==> config.mk <==
export PLATFORM = sky130hd
export DESIGN_NAME = word_uart_tx
export DESIGN_NICKNAME = d
export VERILOG_FILES = /design/src/rtl/uart_pkg.sv /design/src/rtl/uart_byte_tx.sv /design/src/rtl/word_uart_tx.sv
export SDC_FILE = /design/constraint.sdc
export NUM_CORES = 1
export LEC_CHECK = 0
export ABC_CLOCK_PERIOD_IN_PS = 4280
export CORE_MARGIN = 2
export CORE_UTILIZATION = 35
export CTS_BUF_LIST = sky130_fd_sc_hd__clkbuf_8
export DETAILED_ROUTE_END_ITERATION = 7
export GPL_TIMING_DRIVEN = 0
export MAX_ROUTING_LAYER = met4
export PLACE_DENSITY_LB_ADDON = 0.3
export SLEW_MARGIN = 20
export SYNTH_ARGS = -nofsm -noshare
export SYNTH_HDL_FRONTEND = slang
export SYNTH_SLANG_ARGS = --single-unit
==> constraint.sdc <==
create_clock -name clk -period 4.28 [get_ports clk]
set_input_delay 0.856 -clock clk [delete_from_list [all_inputs] [get_ports clk]]
set_output_delay 0.856 -clock clk [all_outputs]
set_load 0.05 [all_outputs]
==> src/rtl/uart_pkg.sv <==
// Shared constants, FSM encoding and byte-select helper for the word UART transmitter.
package uart_pkg;

  localparam int unsigned DATA_BITS      = 8;
  localparam int unsigned BYTES_PER_WORD = 4;
  localparam logic        START_LVL      = 1'b0;
  localparam logic        STOP_LVL       = 1'b1;
  localparam logic        IDLE_LVL       = 1'b1;

  typedef enum logic [1:0] {
    StIdle,
    StStart,
    StData,
    StStop
  } uart_state_e;

  // Byte index 0 is the most significant byte of the word.
  function automatic logic [DATA_BITS-1:0] word_byte(input logic [31:0] word,
                                                     input logic [1:0]  idx);
    logic [DATA_BITS-1:0] b;
    case (idx)
      2'd0:    b = word[31:24];
      2'd1:    b = word[23:16];
      2'd2:    b = word[15:8];
      default: b = word[7:0];
    endcase
    return b;
  endfunction

endpackage

==> src/rtl/uart_byte_tx.sv <==
// One 8N1 byte serializer: owns the line FSM, baud counter and bit index.
// A byte_start in the last stop cycle chains the next byte with no idle gap.
module uart_byte_tx
  import uart_pkg::*;
#(
  parameter int unsigned CLKS_PER_BIT = 868
) (
  input  logic                 i_clk,
  input  logic                 i_rst_n,
  input  logic [DATA_BITS-1:0] i_byte,
  input  logic                 i_byte_start,
  output logic                 o_tx,
  output logic                 o_byte_done,
  output logic                 o_idle
);

  localparam int unsigned CntW = (CLKS_PER_BIT > 1) ? $clog2(CLKS_PER_BIT) : 1;
  localparam logic [CntW-1:0] CntMax = CntW'(CLKS_PER_BIT - 1);
  localparam logic [2:0] LastBit = 3'(DATA_BITS - 1);

  uart_state_e          r_state, w_state_d;
  logic [CntW-1:0]      r_cnt, w_cnt_d;
  logic [2:0]           r_bit_idx, w_bit_idx_d;
  logic [DATA_BITS-1:0] r_data, w_data_d;
  logic                 r_tx, w_tx_d;
  logic                 w_wrap;

  assign w_wrap = (r_cnt == CntMax);

  // Next-state logic; the counter reloads to zero on every state entry.
  always_comb begin
    w_state_d   = r_state;
    w_cnt_d     = r_cnt + CntW'(1);
    w_bit_idx_d = r_bit_idx;
    w_data_d    = r_data;
    o_byte_done = 1'b0;
    unique case (r_state)
      StIdle: begin
        w_cnt_d = '0;
        if (i_byte_start) begin
          w_state_d = StStart;
          w_data_d  = i_byte;
        end
      end
      StStart: begin
        if (w_wrap) begin
          w_state_d   = StData;
          w_cnt_d     = '0;
          w_bit_idx_d = '0;
        end
      end
      StData: begin
        if (w_wrap) begin
          w_cnt_d = '0;
          if (r_bit_idx == LastBit) begin
            w_state_d = StStop;
          end else begin
            w_bit_idx_d = r_bit_idx + 3'd1;
          end
        end
      end
      StStop: begin
        if (w_wrap) begin
          w_cnt_d     = '0;
          o_byte_done = 1'b1;
          if (i_byte_start) begin
            w_state_d = StStart;
            w_data_d  = i_byte;
          end else begin
            w_state_d = StIdle;
          end
        end
      end
      default: begin
        w_state_d = StIdle;
        w_cnt_d   = '0;
      end
    endcase
  end

  // Line level is derived from the next state so tx comes straight off a flop.
  always_comb begin
    w_tx_d = IDLE_LVL;
    unique case (w_state_d)
      StStart: w_tx_d = START_LVL;
      StData:  w_tx_d = w_data_d[w_bit_idx_d];
      StStop:  w_tx_d = STOP_LVL;
      default: w_tx_d = IDLE_LVL;
    endcase
  end

  // State, counter, shift byte and line register.
  always_ff @(posedge i_clk or negedge i_rst_n) begin
    if (!i_rst_n) begin
      r_state   <= StIdle;
      r_cnt     <= '0;
      r_bit_idx <= '0;
      r_data    <= '0;
      r_tx      <= IDLE_LVL;
    end else begin
      r_state   <= w_state_d;
      r_cnt     <= w_cnt_d;
      r_bit_idx <= w_bit_idx_d;
      r_data    <= w_data_d;
      r_tx      <= w_tx_d;
    end
  end

  assign o_tx   = r_tx;
  assign o_idle = (r_state == StIdle);

endmodule

==> src/rtl/word_uart_tx.sv <==
// Serializes 32-bit words as four 8N1 bytes, MSB byte first, with a one-deep pending buffer.
module word_uart_tx
  import uart_pkg::*;
#(
  parameter int unsigned CLKS_PER_BIT = 868
) (
  input  logic        clk,
  input  logic        rst_n,
  input  logic [31:0] word_in,
  input  logic        word_valid,
  output logic        tx,
  output logic        busy,
  output logic        word_done,
  output logic        overflow
);

  localparam logic [1:0] LastByte = 2'(BYTES_PER_WORD - 1);

  logic [31:0]          r_active, w_active_d;
  logic [31:0]          r_pending, w_pending_d;
  logic                 r_pend_full, w_pend_full_d;
  logic [1:0]           r_byte_idx, w_byte_idx_d;
  logic                 w_byte_start;
  logic                 w_byte_done;
  logic                 w_idle;
  logic                 w_word_end;
  logic [DATA_BITS-1:0] w_byte;

  assign w_word_end = w_byte_done && (r_byte_idx == LastByte);

  // Word acceptance, pending buffering and byte sequencing.
  always_comb begin
    w_active_d    = r_active;
    w_pending_d   = r_pending;
    w_pend_full_d = r_pend_full;
    w_byte_idx_d  = r_byte_idx;
    w_byte_start  = 1'b0;
    word_done     = 1'b0;
    overflow      = 1'b0;
    if (w_idle) begin
      if (word_valid) begin
        w_active_d   = word_in;
        w_byte_idx_d = '0;
        w_byte_start = 1'b1;
      end
    end else if (w_word_end) begin
      word_done    = 1'b1;
      w_byte_idx_d = '0;
      if (r_pend_full) begin
        // Pending moves up; a word arriving now takes its slot, so nothing drops.
        w_active_d    = r_pending;
        w_byte_start  = 1'b1;
        w_pend_full_d = word_valid;
        if (word_valid) begin
          w_pending_d = word_in;
        end
      end else if (word_valid) begin
        // Pending slot is empty and the line frees up this cycle: chain directly.
        w_active_d   = word_in;
        w_byte_start = 1'b1;
      end
    end else begin
      if (w_byte_done) begin
        w_byte_idx_d = r_byte_idx + 2'd1;
        w_byte_start = 1'b1;
      end
      if (word_valid) begin
        if (!r_pend_full) begin
          w_pending_d   = word_in;
          w_pend_full_d = 1'b1;
        end else begin
          overflow = 1'b1;
        end
      end
    end
    w_byte = word_byte(w_active_d, w_byte_idx_d);
  end

  // Word-level storage.
  always_ff @(posedge clk or negedge rst_n) begin
    if (!rst_n) begin
      r_active    <= '0;
      r_pending   <= '0;
      r_pend_full <= 1'b0;
      r_byte_idx  <= '0;
    end else begin
      r_active    <= w_active_d;
      r_pending   <= w_pending_d;
      r_pend_full <= w_pend_full_d;
      r_byte_idx  <= w_byte_idx_d;
    end
  end

  uart_byte_tx #(
    .CLKS_PER_BIT(CLKS_PER_BIT)
  ) u_byte_tx (
    .i_clk       (clk),
    .i_rst_n     (rst_n),
    .i_byte      (w_byte),
    .i_byte_start(w_byte_start),
    .o_tx        (tx),
    .o_byte_done (w_byte_done),
    .o_idle      (w_idle)
  );

  assign busy = !w_idle || r_pend_full;

endmodule
---- Word level (Yosys, flattened, before mapping) ----
Cells that the tools add are included.
word-level totals
  bits in registers ....................... 91
  input bits .............................. 35
  output and inout port bits .............. 4
  word-level logic and storage cells ...... 85
operators by class
  $add $sub $neg .......................... 3
  magnitude comparators ................... 1
  equal/unequal tests ..................... 13
  multiplexer cells ....................... 49
  bitwise gates (word level) .............. 1
  reductions and logical operators ........ 9
operator list
  cell                                                 number
  2-to-1 mux 32 bit                                    9
  one-hot mux 8 bit (3 select lines)                   1
  one-hot mux 10 bit (2 select lines)                  1
  2-to-1 mux 1 bit                                     18
  2-to-1 mux 2 bit                                     9
  2-to-1 mux 8 bit                                     2
  one-hot mux 8 bit (2 select lines)                   1
  adder 10 x 1 -> 10 bit (second input constant)       1
  == test 10 bit (second input constant)               1
  == test 2 bit (second input constant)                5
  2-to-1 mux 10 bit                                    1
  2-to-1 mux 3 bit                                     3
  one-hot mux 2 bit (4 select lines)                   1
  == test 2 x 1 -> 1 bit (second input constant)       3
  one-hot mux 3 bit (2 select lines)                   1
  AND reduction 5 bit                                  1
  logical NOT 2 bit                                    2
  < comparator 3 x 4 -> 1 bit (second input constant)  1
  != test 2 bit (second input constant)                2
  adder 3 x 1 -> 3 bit (second input constant)         1
  binary-select mux 1 bit (select 3 bit)               1
  == test 3 bit (second input constant)                1
  OR reduction 3 bit                                   1
  adder 2 x 1 -> 2 bit (second input constant)         1
  other kinds (8)                                      8

---- Logic depth before layout (Yosys ltp) ----
Gate-level depths: netlist of the first run.
  word-level depth ........................ 14
  mapped depth ............................ 13
  gate-level depth less buffers ........... 11

---- Modules after synthesis ----
From an unflattened synthesis of the first run, not the netlist that was laid out.
unflattened totals
  cells, all modules ...................... 429
  area, all modules ....................... 4,909.7 sq um
by module, submodules not included
  module        instances  cells an instance  area an instance (sq um)  seq. area each (sq um)
  word_uart_tx  1          309                3,574.7                   1,676.6
  uart_byte_tx  1          120                1,335.0                   601.8

---- Least setup slack after synthesis of the first run ----
Ideal clock, no wire load.
  path kind ............................... register to output
  start point ............................. reg u_byte_tx.r_cnt[0]
  end point ............................... out word_done
  arrival ................................. 2.912 ns
  required time ........................... 3.424 ns
  slack ................................... 0.512 ns
  cell stages (with the launch flop) ...... 6
  buffers on the path ..................... 2
  cells stage by stage .................... dfrtp_1 -> ha_1 -> or4b_1 -> buf_2 -> buf_6 -> nor4_1
between the ends
  longest elaborated chain between the ends .. 6
ends and longest elaborated chain
  what                      RTL line             source
  start: declaration        uart_byte_tx.sv:22   logic [CntW-1:0] r_cnt, w_cnt_d;
  start signal: assignment  uart_byte_tx.sv:102  r_cnt <= w_cnt_d;
  == test 10 bit            uart_byte_tx.sv:28   assign w_wrap = (r_cnt == CntMax);
  2-to-1 mux 1 bit          uart_byte_tx.sv:63   if (w_wrap) begin
  2-to-1 mux 1 bit          uart_byte_tx.sv:37   unique case (r_state)
  logical AND 1 bit         word_uart_tx.sv:29   assign w_word_end = w_byte_done && (r_byte_idx == LastByte);
  2-to-1 mux 1 bit          word_uart_tx.sv:46   end else if (w_word_end) begin
  2-to-1 mux 1 bit          word_uart_tx.sv:40   if (w_idle) begin
  end: declaration          word_uart_tx.sv:13   output logic word_done,
Every way passes these cells.

---- Worst setup path after layout of the first run ----
  start point ............................. in word_valid
  end point ............................... reg u_byte_tx.r_tx, in the netlist u_byte_tx.o_tx
between the ends
  longest elaborated chain between the ends .. 11
  elaborated cells between the ends (all ways) .. 26
  classes of those cells .................. eq/ne: 4; mux: 21; reduce/logical: 1
ends and longest elaborated chain
  what                                    RTL line                                source
  start: declaration                      word_uart_tx.sv:10                      input logic word_valid,
  2-to-1 mux 32 bit                       word_uart_tx.sv:41, word_uart_tx.sv:57
  2-to-1 mux 32 bit                       word_uart_tx.sv:49                      if (r_pend_full) begin
  2-to-1 mux 32 bit                       word_uart_tx.sv:46
  2-to-1 mux 32 bit                       word_uart_tx.sv:40
  one-hot mux 8 bit (3 select lines)      uart_pkg.sv:21                          case (idx)
  2-to-1 mux 8 bit                        uart_byte_tx.sv:40, uart_byte_tx.sv:66
  2-to-1 mux 8 bit                        uart_byte_tx.sv:63
  one-hot mux 8 bit (2 select lines)      uart_byte_tx.sv:37
  binary-select mux 1 bit (select 3 bit)  uart_byte_tx.sv:86                      StData: w_tx_d = w_data_d[w_bit_idx_d];
  2-to-1 mux 1 bit (not written as such)  uart_byte_tx.sv:86
  one-hot mux 1 bit (2 select lines) *    uart_byte_tx.sv:84                      unique case (w_state_d)
  via u_byte_tx.w_tx_d                    uart_byte_tx.sv:25                      logic r_tx, w_tx_d;
  end signal: assignment                  uart_byte_tx.sv:105                     r_tx <= w_tx_d;
  end: declaration                        uart_byte_tx.sv:25
Mark *: on every way through the listed nets, which the timed path passes. The rest lies on a longest branch. The select of a mux whose other input is x is not followed.
A chain may end at the register's enable or synchronous reset.

==> results of run 1 <==
-- worst reg2reg max path, stage by stage, from the launching register on --
cell and delay, ps:
dfrtp_1 440, inv_1 110, ha_1 260, nand2b_1 280
a21oi_1 800, buf_2 390, a21oi_1 130, a2111oi_0 640
o31ai_1 190, nor4_1 300, a211oi_1 90, a311oi_1 370
-- layout by cell type, fill, tap and decap left out, types with 11 or more instances in the layout --
master,n
mux2_2,33
nor2_1,47
nand3_1,16
inv_1,16
clkbuf_1,11
dfrtp_1,90
o21ai_0,11
a21o_1,11
nand2_1,22
clkdlybuf4s50_1,36
a21oi_1,21
nor3_1,12
-- power by group --
group / internal, mW / switching [mW]
logic: 0.0344 / 0.0358
clock network: 0.269 / 0.324
registers: 0.859 / 0.000120
-- kinds of logic after synthesis --
logic type / synth area share (%)
xor gates and xnor gates: 1.67
adders and majority gates: 1.85
and+or+nand+nor: 15.0
muxes: 9.12
DFF: 48.1
AOI/OAI and AO/OA: 20.9
buffers and inverters: 3.30
-- layer usage --
metal	part of all wire (%)	up-vias
li1	-	1783
met1	45	1934
met2	49	110
met3	4.2	24
met4	1.8	0
met5	0	-
-- sequential cells by signal (all words and copies together) (netlist names) --
register,count
u_byte_tx.r_cnt,10
r_byte_idx,2
u_byte_tx.r_state,2
u_byte_tx.o_tx,1
r_pending,32
u_byte_tx.r_data,8
u_byte_tx.r_bit_idx,3
r_pend_full,1
r_active,32
-- area by class of cell --
cell class	count	area (um2)	share of cell area (%)
clock inverter	7	68.8	1.24
buffer	22	96.3	1.73
inverter	16	60.1	1.08
tap	176	220	3.96
timing repair buffer	38	399	7.18
multi-input combinational	319	2310	41.6
clock buffer	9	124	2.23
sequential	91	2280	41.0
-- how the worst max path moves through the flow --
stage	to	slack, ps
final	u_byte_tx.o_tx	70
after CTS	u_byte_tx.o_tx	20
after detailed placement	u_byte_tx.o_tx	-270
after global routing	u_byte_tx.o_tx	10
after floorplan	word_done	510
after global placement	r_pending[31]	-1070
-- timing repair --
item                                    CTS  global route
gates resized for setup                   0             2
endpoints found under the setup margin    0             2
endpoints found under the hold margin     0             0
-- per-stage QoR --
step | setup TNS, ps | instances | total power, mW | hold slack (ps)
after floorplan | 0 | 448 | 0.888 | 449
after global placement | -95530 | 661 | 0.944 | 463
after detailed placement | -273 | 662 | 0.949 | 471
after CTS | 0 | 678 | 1.54 | 398
after global routing | 0 | 678 | 1.58 | 410
final | 0 | 678 | 1.52 | 396
==> impl_metrics.csv, run 1 <==
group,metric,value,unit
logic_synthesis,synth_nets,490,
drt,via_per_inst,5.68,
drt,routedWlPerCell,19.0,um
power_and_ir_drop,p_leak,2.54,nW
floorplan,die_h,120,um
timing,rsz0062_at_grt,"false",
clock_network,cts_tree,"done",
place,dp_slack,-273,ps
setup_path,startpoint,"word_valid",
logic_synthesis,ys_seq_area_share,48.1,%
logic_synthesis,synth_area,4730,um2
logic_synthesis,yosys-top-cells-area,"dfrtp_1 48%, mux2_2 7.9%, nor2_1 3.7%, a21oi_1 2.2%, o221a_2 2.1%",
setup_path,slowest_stage,"a21oi_1",
timing,fmax,0.238,GHz
drt,routed-via-count,3851,
timing,setup_viol,0,
setup_path,r2r_end,"u_byte_tx.o_tx",
timing,fin_crit_sh,98.3,%
place,place_area,5350,um2
global_routing,grtUsageMet3,4.25,%
floorplan,die-width,120,um
drt,postRouteAntennaNets,0,
timing,final_max_slew_viol_count,0,
clock_network,ctsHoldBuffers,0,
logic_synthesis,synth-seq-cells,91,
logic_synthesis,yosysTopAreaCell,"dfrtp_1",
floorplan,pin_count,39,
clock_network,cts_buffers,9,
setup_path,critPathKind,"primary input to flip-flop",
floorplan,dieArea,14500,um2
logic_synthesis,synth_ff_type,"dfrtp_1",
flow_run,maxCapViolCount,0,
global_routing,grtUsageMet2,30.5,%
global_routing,antenna_found_initial,0,
setup_path,cpMostUsedCell,"a21oi_1",
logic_synthesis,ys_types,74,
setup_path,rrSetupSlack,170,ps
setup_path,rr_startpoint,"u_byte_tx.r_state[0]",
setup_path,critical_path.cell_chain,"clkbuf_1 > clkinv_1 > a21oi_1 > buf_2 > a21oi_1 > a2111oi_0 > o31ai_1 > nor4_1 > a211oi_1 > a311oi_1",
floorplan,core-area,13200,um2
logic_synthesis,synth.most_common_cell,"dfrtp_1",
setup_path,path_max_fanout,10,
timing,maxSlewHeadroom,35.5,%
clock_network,htreeDepth,3,
timing,fin_crit,4210,ps
power_and_ir_drop,power_density,274,nW/um2
setup_path,path_depth,10,
drt,drcViolationCount,0,
layout,area_growth,17.5,%
floorplan,rows,42,
setup_path,crit_required,4540,ps
global_routing,grt_pass1_wl,20500,um
logic_synthesis,yosysWarnings,0,
global_routing,grt_usage,18.9,%
layout,diodes,0,
drt,drt_iter0_markers,352,
drt,drtPass1Iterations,5,
logic_synthesis,synth_edf_count,0,
global_routing,grt.overflow.total,0,
logic_synthesis,yosysTopAreaCellShare,47.6,%
logic_synthesis,async_reset_ff_share,100,%
layout,fin_nets,539,
timing,tightest_slew,943,ps
logic_synthesis,avgSynthCellArea,10.6,um2
timing,fin_ws,74.1,ps
setup_path,critPathArrivalTime,4460,ps
layout,fillers,1354,
setup_path,end_kind,"flip-flop",
run_status,status,"finished clean",
layout,finalInstanceArea,5560,um2
clock_network,cts_sinks,91,
setup_path,start_kind,"primary input",
clock_network,clockRootBuffer,"clkbuf_8",
clock_network,path_clk_slew,90,ps
floorplan,initial_utilization,35.7,%
timing,hold_viol_final,0,
logic_synthesis,netlist_instances,448,
global_routing,busiest_layer,"met2",
clock_network,clk_latency,380,ps
drt,wl,12900,um
timing,fin_worst_skew,14.5,ps
power_and_ir_drop,peakVddDrop,209,uV
logic_synthesis,synth_commonest_cells,"90 x dfrtp_1, 47 x nor2_1, 33 x mux2_2, 22 x nand2_1, 21 x a21oi_1",
setup_path,slowest_delay,830,ps
layout,utilization,42.0,%
worst_hold_path,min-delay-path-class,"primary input to asynchronous set/reset pin",
setup_path,path_delay_family,"compound AO/OA/AOI/OAI gates",
global_routing,grt_start_max_net_pins,50,
global_routing,grt_pass1_vias,3876,
place,globalplace.congestion,0.887,
place,place_hpwl,9180,um
setup_path,reg2reg_depth,11,
setup_path,crit_buf_inv,3,
clock_network,cts_buffer_depth,2,
place,port_buffers,37,
global_routing,grt_use_met1,23.9,%
layout,drive_gt1_share,15.9,%
clock_network,cts_setup_buffers,0,
No activity file was read; power rests on OpenSTA's default activity.
==> run 2: changes to the inputs <==
- ABC_CLOCK_PERIOD_IN_PS: 4280 -> 3700
- CAP_MARGIN: unset -> 30
- clock period: 4.28 -> 3.7 ns (I/O delays scaled with it)
==> impl_metrics.csv, run 2 (synthesis results as in run 1) <==
group,metric,value,unit
run_status,status,"finished clean",
clock_network,path_clk_slew,90,ps
timing,hold_viol_final,0,
power_and_ir_drop,p_total,1.76,mW
floorplan,dieArea,14500,um2
timing,fin_ws,188,ps
global_routing,grt.overflow.total,0,
power_and_ir_drop,power_density,312,nW/um2
drt,highest_layer,"met4",
clock_network,clockRootBuffer,"clkbuf_8",
timing,tightest_slew,851,ps
setup_path,rrSetupSlack,190,ps
timing,fin_crit_sh,94.9,%
place,port_buffers,37,
worst_hold_path,min-delay-path-class,"primary input to asynchronous set/reset pin",
clock_network,htreeDepth,3,
timing,maxSlewHeadroom,43.2,%
setup_path,start_kind,"flip-flop",
layout,final_common_cell,"dfrtp_1",
drt,via_per_inst,5.68,
global_routing,grt_start_max_net_pins,50,
floorplan,rows,42,
drt,postRouteAntennaNets,0,
timing,final_max_slew_viol_count,0,
global_routing,grt_usage,19.0,%
global_routing,antenna_found_initial,0,
drt,dr_wl_met2,6350,um
timing,hold_ws,278,ps
global_routing,grt_pass1_vias,3909,
layout,drive_gt1_share,19.2,%
power_and_ir_drop,peakVddDrop,241,uV
floorplan,initial_utilization,35.7,%
drt,wl,12900,um
power_and_ir_drop,p_leak,2.58,nW
drt,drtPass1Iterations,5,
floorplan,core-area,13200,um2
drt,routed-via-count,3864,
global_routing,grt_pass1_wl,20700,um
layout,fillers,1351,
floorplan,die-width,120,um
clock_network,ctsHoldBuffers,0,
layout,fin_nets,541,
timing,rsz0062_at_grt,"false",
clock_network,cts_buffers,9,
timing,fin_crit,3510,ps
clock_network,clk_latency,380,ps
setup_path,end_kind,"flip-flop",
place,place_hpwl,9180,um
drt,drcViolationCount,0,
setup_path,rr_startpoint,"u_byte_tx.r_state[0]",
drt,drt_iter0_markers,326,
drt,routedWlPerCell,19.0,um
setup_path,critPathArrivalTime,3770,ps
drt,wl_met1,5650,um
clock_network,cts_tree,"done",
clock_network,cts_sinks,91,
floorplan,die_h,120,um
setup_path,path_max_fanout,10,
place,dp_slack,-737,ps
layout,area_growth,19.5,%
drt,wl_met3,600,um
clock_network,cts_buffer_depth,2,
layout,layout_common_cells,"90 x dfrtp_1, 45 x nor2_1, 34 x clkdlybuf4s50_1",
timing,fin_worst_skew,12.3,ps
setup_path,r2r_end,"r_pending[21]",
setup_path,critPathKind,"flip-flop to flip-flop",
place,globalplace.congestion,0.887,
timing,fmax,0.285,GHz
flow_run,maxCapViolCount,0,
setup_path,reg2reg_depth,9,
layout,reg.largest.list,"r_active: 32 flops, r_pending: 32 flops, u_byte_tx.r_cnt: 10 flops",
setup_path,crit_required,3960,ps
layout,diodes,0,
timing,setup_viol,0,
floorplan,pin_count,39,
[run 2: power by group]
part	internal, mW	switching [mW]
clock	0.311	0.375
sequential	0.994	0.000138
combinational	0.0398	0.0416
total	1.35	0.417
[run 2: critical path: stages, from the launching register on]
cell,delay [ps]
dfrtp_1,430
ha_2,310
and3_1,180
clkbuf_1,290
nand4_1,190
clkbuf_2,270
xnor2_1,170
nand3_1,410
clkbuf_1,690
mux2_2,420
[run 2: timing repair]
item / in CTS / in global routing
pin swaps: 0 / 2
gates cloned: 0 / 0
endpoints found under the setup margin: 23 / 23
setup buffers: 0 / 2
resized for setup: 10 / 18
endpoints found under the hold margin: 0 / 0
[run 2: final cells by class]
cell class	count	area (um2)	area share, %
flip-flops and latches	91	2280	40.3
clock inverters	7	68.8	1.22
well taps	176	220	3.89
repair buffers	40	424	7.50
clock buffers	9	124	2.19
plain buffers	22	101	1.79
inverters	16	60.1	1.06
multi-input cells	319	2380	42.0
[run 2: worst max-delay path by stage]
stage                                    start             end  slack [ps]  cells after the start
after floorplan             u_byte_tx.r_cnt[0]       word_done          50                      5
after global placement                   rst_n   r_pending[31]       -1530                      1
after detailed placement            word_valid  u_byte_tx.o_tx        -740                     10
after CTS                   u_byte_tx.r_cnt[0]  u_byte_tx.o_tx           3                     11
after global routing        u_byte_tx.r_cnt[0]  u_byte_tx.o_tx           2                     12
final                     u_byte_tx.r_state[0]   r_pending[21]         190                      9
[run 2: routing by layer]
metal  global-route usage [%]  vias to the layer above
met4                     6.03                        0
met5                        -                        -
met3                     4.25                       36
met2                     31.0                      116
met1                     23.7                     1928
li1                         -                     1784
[run 2: per-stage QoR]
| step | setup TNS (ps) | std cells | utilization [%] | area (um2) |
|---|---|---|---|---|
| 2_1_floorplan | 0 | 448 | - | 4730 |
| 3_3_place_gp | -138670 | 661 | 40.2 | 5320 |
| 3_5_place_dp | -2860 | 662 | 40.4 | 5350 |
| 4_1_cts | 0 | 678 | 42.2 | 5580 |
| 5_1_grt | 0 | 680 | 42.7 | 5650 |
| 6_report | 0 | 680 | 42.7 | 5650 |
